<file path="config.mk">
export PLATFORM = sky130hd
export DESIGN_NAME = dmem_port_arbiter
export DESIGN_NICKNAME = d
export VERILOG_FILES = /design/src/rtl/dmem_port_arbiter.sv
export SDC_FILE = /design/constraint.sdc
export NUM_CORES = 1
export LEC_CHECK = 0
export ABC_AREA = 1
export BUFFER_PORTS_ARGS = -buffer_cell sky130_fd_sc_hd__buf_2
export CAP_MARGIN = 15
export CORE_MARGIN = 5
export CORE_UTILIZATION = 25
export DETAILED_ROUTE_END_ITERATION = 10
export PLACE_DENSITY = 0.62
export SLEW_MARGIN = 20
export SYNTH_ARGS = -nofsm -noshare
export SYNTH_HDL_FRONTEND = slang
export SYNTH_SLANG_ARGS = --single-unit
</file>
<file path="constraint.sdc">
create_clock -name clk -period 2.3 [get_ports clk]
set_input_delay 0.23 -clock clk [delete_from_list [all_inputs] [get_ports clk]]
set_output_delay 0.23 -clock clk [all_outputs]
set_load 0.01 [all_outputs]
</file>
<file path="src/rtl/dmem_port_arbiter.sv">
// Shares the single data-memory port between the MEM-stage core access and a dma/debug loader.
// The core has fixed priority; a starvation counter opens a short forced stall window for the dma.
module dmem_port_arbiter #(
   parameter int STARVE_LIMIT = 8,
   parameter int FORCE_BEATS  = 4
) (
   input  logic        clk,
   input  logic        reset,
   input  logic        core_mem_read,
   input  logic        core_mem_write,
   input  logic [7:0]  core_addr,
   input  logic [31:0] core_wdata,
   output logic [31:0] core_rdata,
   output logic        core_stall,
   input  logic        dma_valid,
   input  logic        dma_we,
   input  logic [7:0]  dma_addr,
   input  logic [31:0] dma_wdata,
   output logic        dma_ready,
   output logic [31:0] dma_rdata,
   output logic        dma_rvalid,
   output logic [7:0]  mem_addr,
   output logic [31:0] mem_wdata,
   output logic        mem_we,
   input  logic [31:0] mem_rdata
);

   localparam logic [7:0] LIMIT = 8'(STARVE_LIMIT);
   localparam logic [3:0] BEATS = 4'(FORCE_BEATS);

   typedef enum logic {ARB, FORCE} state_t;

   state_t      state, state_nxt;
   logic [7:0]  starve_cnt, starve_nxt;
   logic [3:0]  beat_cnt, beat_nxt;
   logic        core_acc;
   logic        hs;

   assign core_acc   = core_mem_read | core_mem_write;
   assign hs         = dma_valid & dma_ready;
   assign core_rdata = mem_rdata;

   // Port ownership: core in ARB when it accesses, dma otherwise; idle port follows the core.
   always_comb begin
      mem_addr  = core_addr;
      mem_wdata = core_wdata;
      mem_we    = 1'b0;
      dma_ready = 1'b0;
      if (state == ARB && core_acc) begin
         mem_we = core_mem_write;
      end else begin
         dma_ready = dma_valid;
         if (dma_valid) begin
            mem_addr  = dma_addr;
            mem_wdata = dma_wdata;
            mem_we    = dma_we;
         end
      end
   end

   always_comb begin
      state_nxt  = state;
      starve_nxt = starve_cnt;
      beat_nxt   = beat_cnt;
      case (state)
         ARB: begin
            if (dma_valid && !dma_ready) begin
               if (starve_cnt >= LIMIT - 8'd1) begin
                  starve_nxt = LIMIT;
                  state_nxt  = FORCE;
               end else begin
                  starve_nxt = starve_cnt + 8'd1;
               end
            end else begin
               starve_nxt = 8'd0;
            end
         end
         FORCE: begin
            // Window closes when the dma goes quiet or has used its beat budget.
            if (!dma_valid || (hs && beat_cnt == BEATS - 4'd1)) begin
               state_nxt  = ARB;
               starve_nxt = 8'd0;
               beat_nxt   = 4'd0;
            end else if (hs) begin
               beat_nxt = beat_cnt + 4'd1;
            end
         end
         default: state_nxt = ARB;
      endcase
   end

   always_ff @(posedge clk) begin
      if (reset) begin
         state      <= ARB;
         starve_cnt <= 8'd0;
         beat_cnt   <= 4'd0;
         core_stall <= 1'b0;
         dma_rvalid <= 1'b0;
         dma_rdata  <= 32'd0;
      end else begin
         state      <= state_nxt;
         starve_cnt <= starve_nxt;
         beat_cnt   <= beat_nxt;
         core_stall <= (state_nxt == FORCE);
         dma_rvalid <= hs & ~dma_we;
         if (hs && !dma_we)
            dma_rdata <= mem_rdata;
      end
   end

endmodule

</file>
Word level (Yosys, flattened, before mapping)
Cells that the tools add are included.
{ "totals": {"register_bits": 46, "latchBits": 0, "mem_bits_rw": 0, "romBits": 0, "elab_cells": 42, "n_memories": 0} }
{ "classes": {"addsub": 2, "multipliers": 0, "div": 0, "order_cmp": 1, "eq_ne": 2, "shifts": 0, "mux": 17, "bitwise": 5, "reduce_logical": 10} }
{ "op_table": {"columns": ["op", "n"], "rows": [
  ["32-bit two-way mux", 2],
  ["8-bit two-way mux", 5],
  ["8-bit one-hot mux with 2 select lines", 1],
  ["8-bit by 1-bit adder with 8-bit output, second input constant", 1],
  ["8-bit by 3-bit greater-or-equal comparator with 1-bit output, second input constant", 1],
  ["4-bit two-way mux", 2],
  ["1-bit two-way mux", 6],
  ["4-bit by 1-bit adder with 4-bit output, second input constant", 1],
  ["4-bit by 2-bit equality test with 1-bit output, second input constant", 1],
  ["1-bit logical AND", 4],
  ["1-bit logical NOT", 3],
  ["1-bit AND", 2],
  ["2-bit by 1-bit inequality test with 1-bit output, second input constant", 1],
  ["1-bit NOT", 2],
  ["1-bit one-hot mux with 2 select lines", 1],
  ["2-bit AND reduction", 1],
  ["2-bit nonzero test", 1],
  ["1-bit logical OR", 1],
  ["1-bit bitwise OR", 1]
]} }

Logic depth before layout (Yosys ltp)
{ "depth": {"word_depth": 8, "mapped_depth": 8, "mapped_depth_nobuf": 8} }

Worst setup path before layout
No wires, ideal clock.
{ "synth_path": {"kind": "flip-flop to output port", "start": "reg state", "end": "out mem_wdata[22]", "arrival_time_ns": 1.121, "required_ns": 2.070, "slack_ns": 0.949, "stages_incl_launch_ff": 8, "path_cell_list": "dfxtp_1 -> inv_2 -> o21ai_2 -> nand2_1 -> inv_2 -> buf_2 -> nand2_1 -> nand2_1"} }
{ "synth_via": {"elab_chain_cells": 3} }
{ "synth_rtl": {"columns": ["item", "line_no", "text"], "rows": [
  ["start, declared", "33", "state_t state, state_nxt;"],
  ["start signal, assigned", "101", "state <= state_nxt;"],
  ["1-bit NOT", null, null],
  ["1-bit logical AND", "49", "if (state == ARB && core_acc) begin"],
  ["32-bit two-way mux", "49", null],
  ["end, declared", "23", "output logic [31:0] mem_wdata,"]
]} }
No other way between the ends.

Final worst setup path
{ "layout_path": {"start": "reg state", "end": "out mem_wdata[23]"} }
Same word-level chain as after synthesis.

==> reports/results.tsv <==
stage	metric	value	unit
floorplanning	start_util	25.6	%
timing	slew_viol_final	0	
synthesis	synth_cells	444	
clocking	cts_hold_buf	0	
floorplanning	dieArea	12700	µm²
synthesis	synth-xor-area-share	0.333	%
synthesis	synth_top_family_by_area	simple AND/OR/NAND/NOR gates	
global_routing	globalRouteOverflowTotal	0	
synthesis	synthAdderAreaFrac	0.951	%
flow_run	maxCapViolations	0	
route	drt_iter0_markers	190	
placement	gp_congestion	0.891	
placement	port_buffers	225	
route	viasPerCell	3.91	
worst_setup_path	r2r_end	beat_cnt[3]$_SDFFE_PP0P_	
floorplanning	num_rows	37	
route	drc	0	
placement	hpwlAfterDp	7.10	mm
global_routing	grt_use_total	13.2	%
layout	drive_gt1_share	38.3	%
worst_setup_path	rr_worst_depth	5	
floorplanning	die_h	113	µm
worst_setup_path	timing.critical_path.from	state$_SDFF_PP0_	
power	power.density	459	nW/µm²
worst_setup_path	path_class	reg -> out	
clocking	cts_htree_levels	2	
route	num_vias	2999	
route	drtAntennaViolNets	0	
clocking	cts_tree	yes	
clocking	cts.sinks	46	
synthesis	synth_compound_area_share	2.90	%
layout	layout_common_cells	225 x buf_2, 200 x nand2_1, 75 x nor2_1	
layout	final_common_cell	buf_2	
synthesis	yosys.area_share.simple	41.9	%
synthesis	syn-num-nets	564	
worst_setup_path	crit_end	mem_wdata[23]	
global_routing	grt_pass1_vias	2823	
worst_setup_path	path_max_fanout	18	
synthesis	synth_cell_type_count	19	
floorplanning	io_pins	226	
timing	fin_crit	1.93	ns
synthesis	synthMuxAreaShare	0	%
clocking	numCtsBuffers	5	
layout	final_nets	750	
clocking	cts_max_path_buffers	2	
worst_setup_path	r2r_setup_slack	0.97	ns
hold_path	hold_path_class	in -> reg	
global_routing	grt_pass1_wl	14.0	mm
clocking	post_cts_resized	0	
synthesis	synth_area	2630	µm²
layout	fillers	1152	
worst_setup_path	r2r-start	beat_cnt[0]$_SDFFE_PP0P_	
timing	rsz0062_at_grt	no	
timing	slew_headroom	73.3	%
timing	setup_ws	0.368	ns
synthesis	avgSynthCellArea	5.93	µm²
worst_setup_path	critPathArrivalTime	1.70	ns
floorplanning	dieWidth	113	µm
route	dr.pass1.iters	4	
worst_setup_path	endpoint_kind	output port	
worst_setup_path	worstSetupStartpointType	register	
timing	period_share	84.0	%
clocking	clkLatencyLatePin	0.29	ns
timing	tightest_slew	0.400	ns
synthesis	ys_warn_count	0	
global_routing	grt_max_degree	66	
status	status	completed	
timing	fmax	518	MHz
clocking	post_cts_buffers	0	
worst_setup_path	crit_required	2.07	ns
clocking	path_clk_slew	0.09	ns
layout	area_growth	41.4	%
route	wl_per_cell	11.6	µm
floorplanning	core_area	10300	µm²
clocking	cts-root-buf	clkbuf_8	
power	p_leak	2.34	nW
route	wl	8.91	mm
timing	setup_violations	0	
timing	fin_tns_setup	0	ns
synthesis	synth_seq_area_share	35.0	%
power	irDropWorstVdd	187	µV
placement	dpl_worst_slack	0.700	ns
timing	fin_skew	0.00916	ns
timing	hold_violations	0	
global_routing	antenna_found_initial	0	
synthesis	ys_ff_latch	46	
-- worst min-delay path by stage --
stage	startpoint	end	slack, ns	depth (start not counted)
6_report	mem_rdata[20]	dma_rdata[20]$_SDFFE_PP0P_	0.17	3
5_1_grt	mem_rdata[23]	dma_rdata[23]$_SDFFE_PP0P_	0.15	3
4_1_cts	mem_rdata[23]	dma_rdata[23]$_SDFFE_PP0P_	0.15	3
3_5_place_dp	starve_cnt[5]$_SDFFE_PP0P_	starve_cnt[5]$_SDFFE_PP0P_	0.45	2
3_3_place_gp	starve_cnt[4]$_SDFFE_PP0P_	starve_cnt[4]$_SDFFE_PP0P_	0.44	2
2_1_floorplan	mem_rdata[0]	dma_rdata[0]$_SDFFE_PP0P_	0.36	2
-- final cells by class --
| cell class | count | area, µm² | share of cell area (%) |
|---|---|---|---|
| antenna | 1 | 2.50 | 0.0672 |
| clock buffer | 5 | 68.8 | 1.85 |
| clock inverter | 2 | 10.0 | 0.269 |
| inverter | 42 | 158 | 4.23 |
| multi-input combinational | 305 | 1220 | 32.7 |
| sequential | 46 | 921 | 24.7 |
| tap | 136 | 170 | 4.57 |
| timing repair buffer | 230 | 1180 | 31.6 |
-- synth_stat cells --
cell | number | area share (%)
xor2_1 | 1 | 0.33
nor2_1 | 75 | 11
inv_2 | 2 | 0.29
dfxtp_1 | 46 | 35
ha_1 | 2 | 0.95
o21ai_0 | 3 | 0.57
clkinv_1 | 1 | 0.14
nand3_1 | 10 | 1.9
nor3b_1 | 2 | 0.57
buf_4 | 33 | 9.4
buf_2 | 9 | 1.7
o21a_1 | 1 | 0.29
a21oi_1 | 9 | 1.7
clkbuf_1 | 7 | 1.0
buf_6 | 2 | 0.86
nand2_1 | 200 | 29
o21ai_2 | 1 | 0.33
inv_1 | 39 | 5.6
nor3_1 | 1 | 0.19
-- critical path, stage by stage, from the launching register on --
cell and delay (ns):
dfxtp_1 0.39, inv_2 0.08, o21ai_2 0.09, nand2_1 0.11, inv_2 0.19, buf_4 0.27
nand2_1 0.09, nand2_1 0.07, buf_2 0.13
-- cell families (layout without fill, tap and decap cells) --
family                     after synthesis  in the layout
buffers and inverters                   93            279
and+or+nand+nor                        288            288
xor gates and xnor gates                 1              1
other                                    0              1
AOI/OAI and AO/OA                       14             14
DFF                                     46             46
adders and majority gates                2              2
-- metal layers --
layer,track usage [%],share of wire [%],wire (µm)
met5,0,0,0
met4,1.92,0.26,23
met3,2.80,7.3,650
met2,22.5,50,4490
met1,17.5,42,3750
-- report_power, final --
group | leakage, nW | internal, mW | switching (mW)
Combinational | 1.93 | 0.188 | 0.224
Clock | 0.0438 | 0.205 | 0.264
Sequential | 0.373 | 0.817 | 0.00959
-- sequential cells by signal, summed over array words and instances, names as in the netlist --
signal	flops
dma_rvalid	1
dma_rdata	32
starve_cnt	8
state	1
beat_cnt	4
-- per-stage QoR --
step	util [%]	area, µm²	hold WS, ns	instances	power (mW)
global route	36.2	3720	0.153	766	1.84
floorplan	-	2630	0.365	444	1.07
detailed placement	35.4	3640	0.446	759	1.26
finish	36.2	3720	0.166	767	1.71
CTS	36.2	3720	0.151	766	1.75
global placement	35.4	3640	0.438	759	1.26
Power figures use the tool's default switching activity.
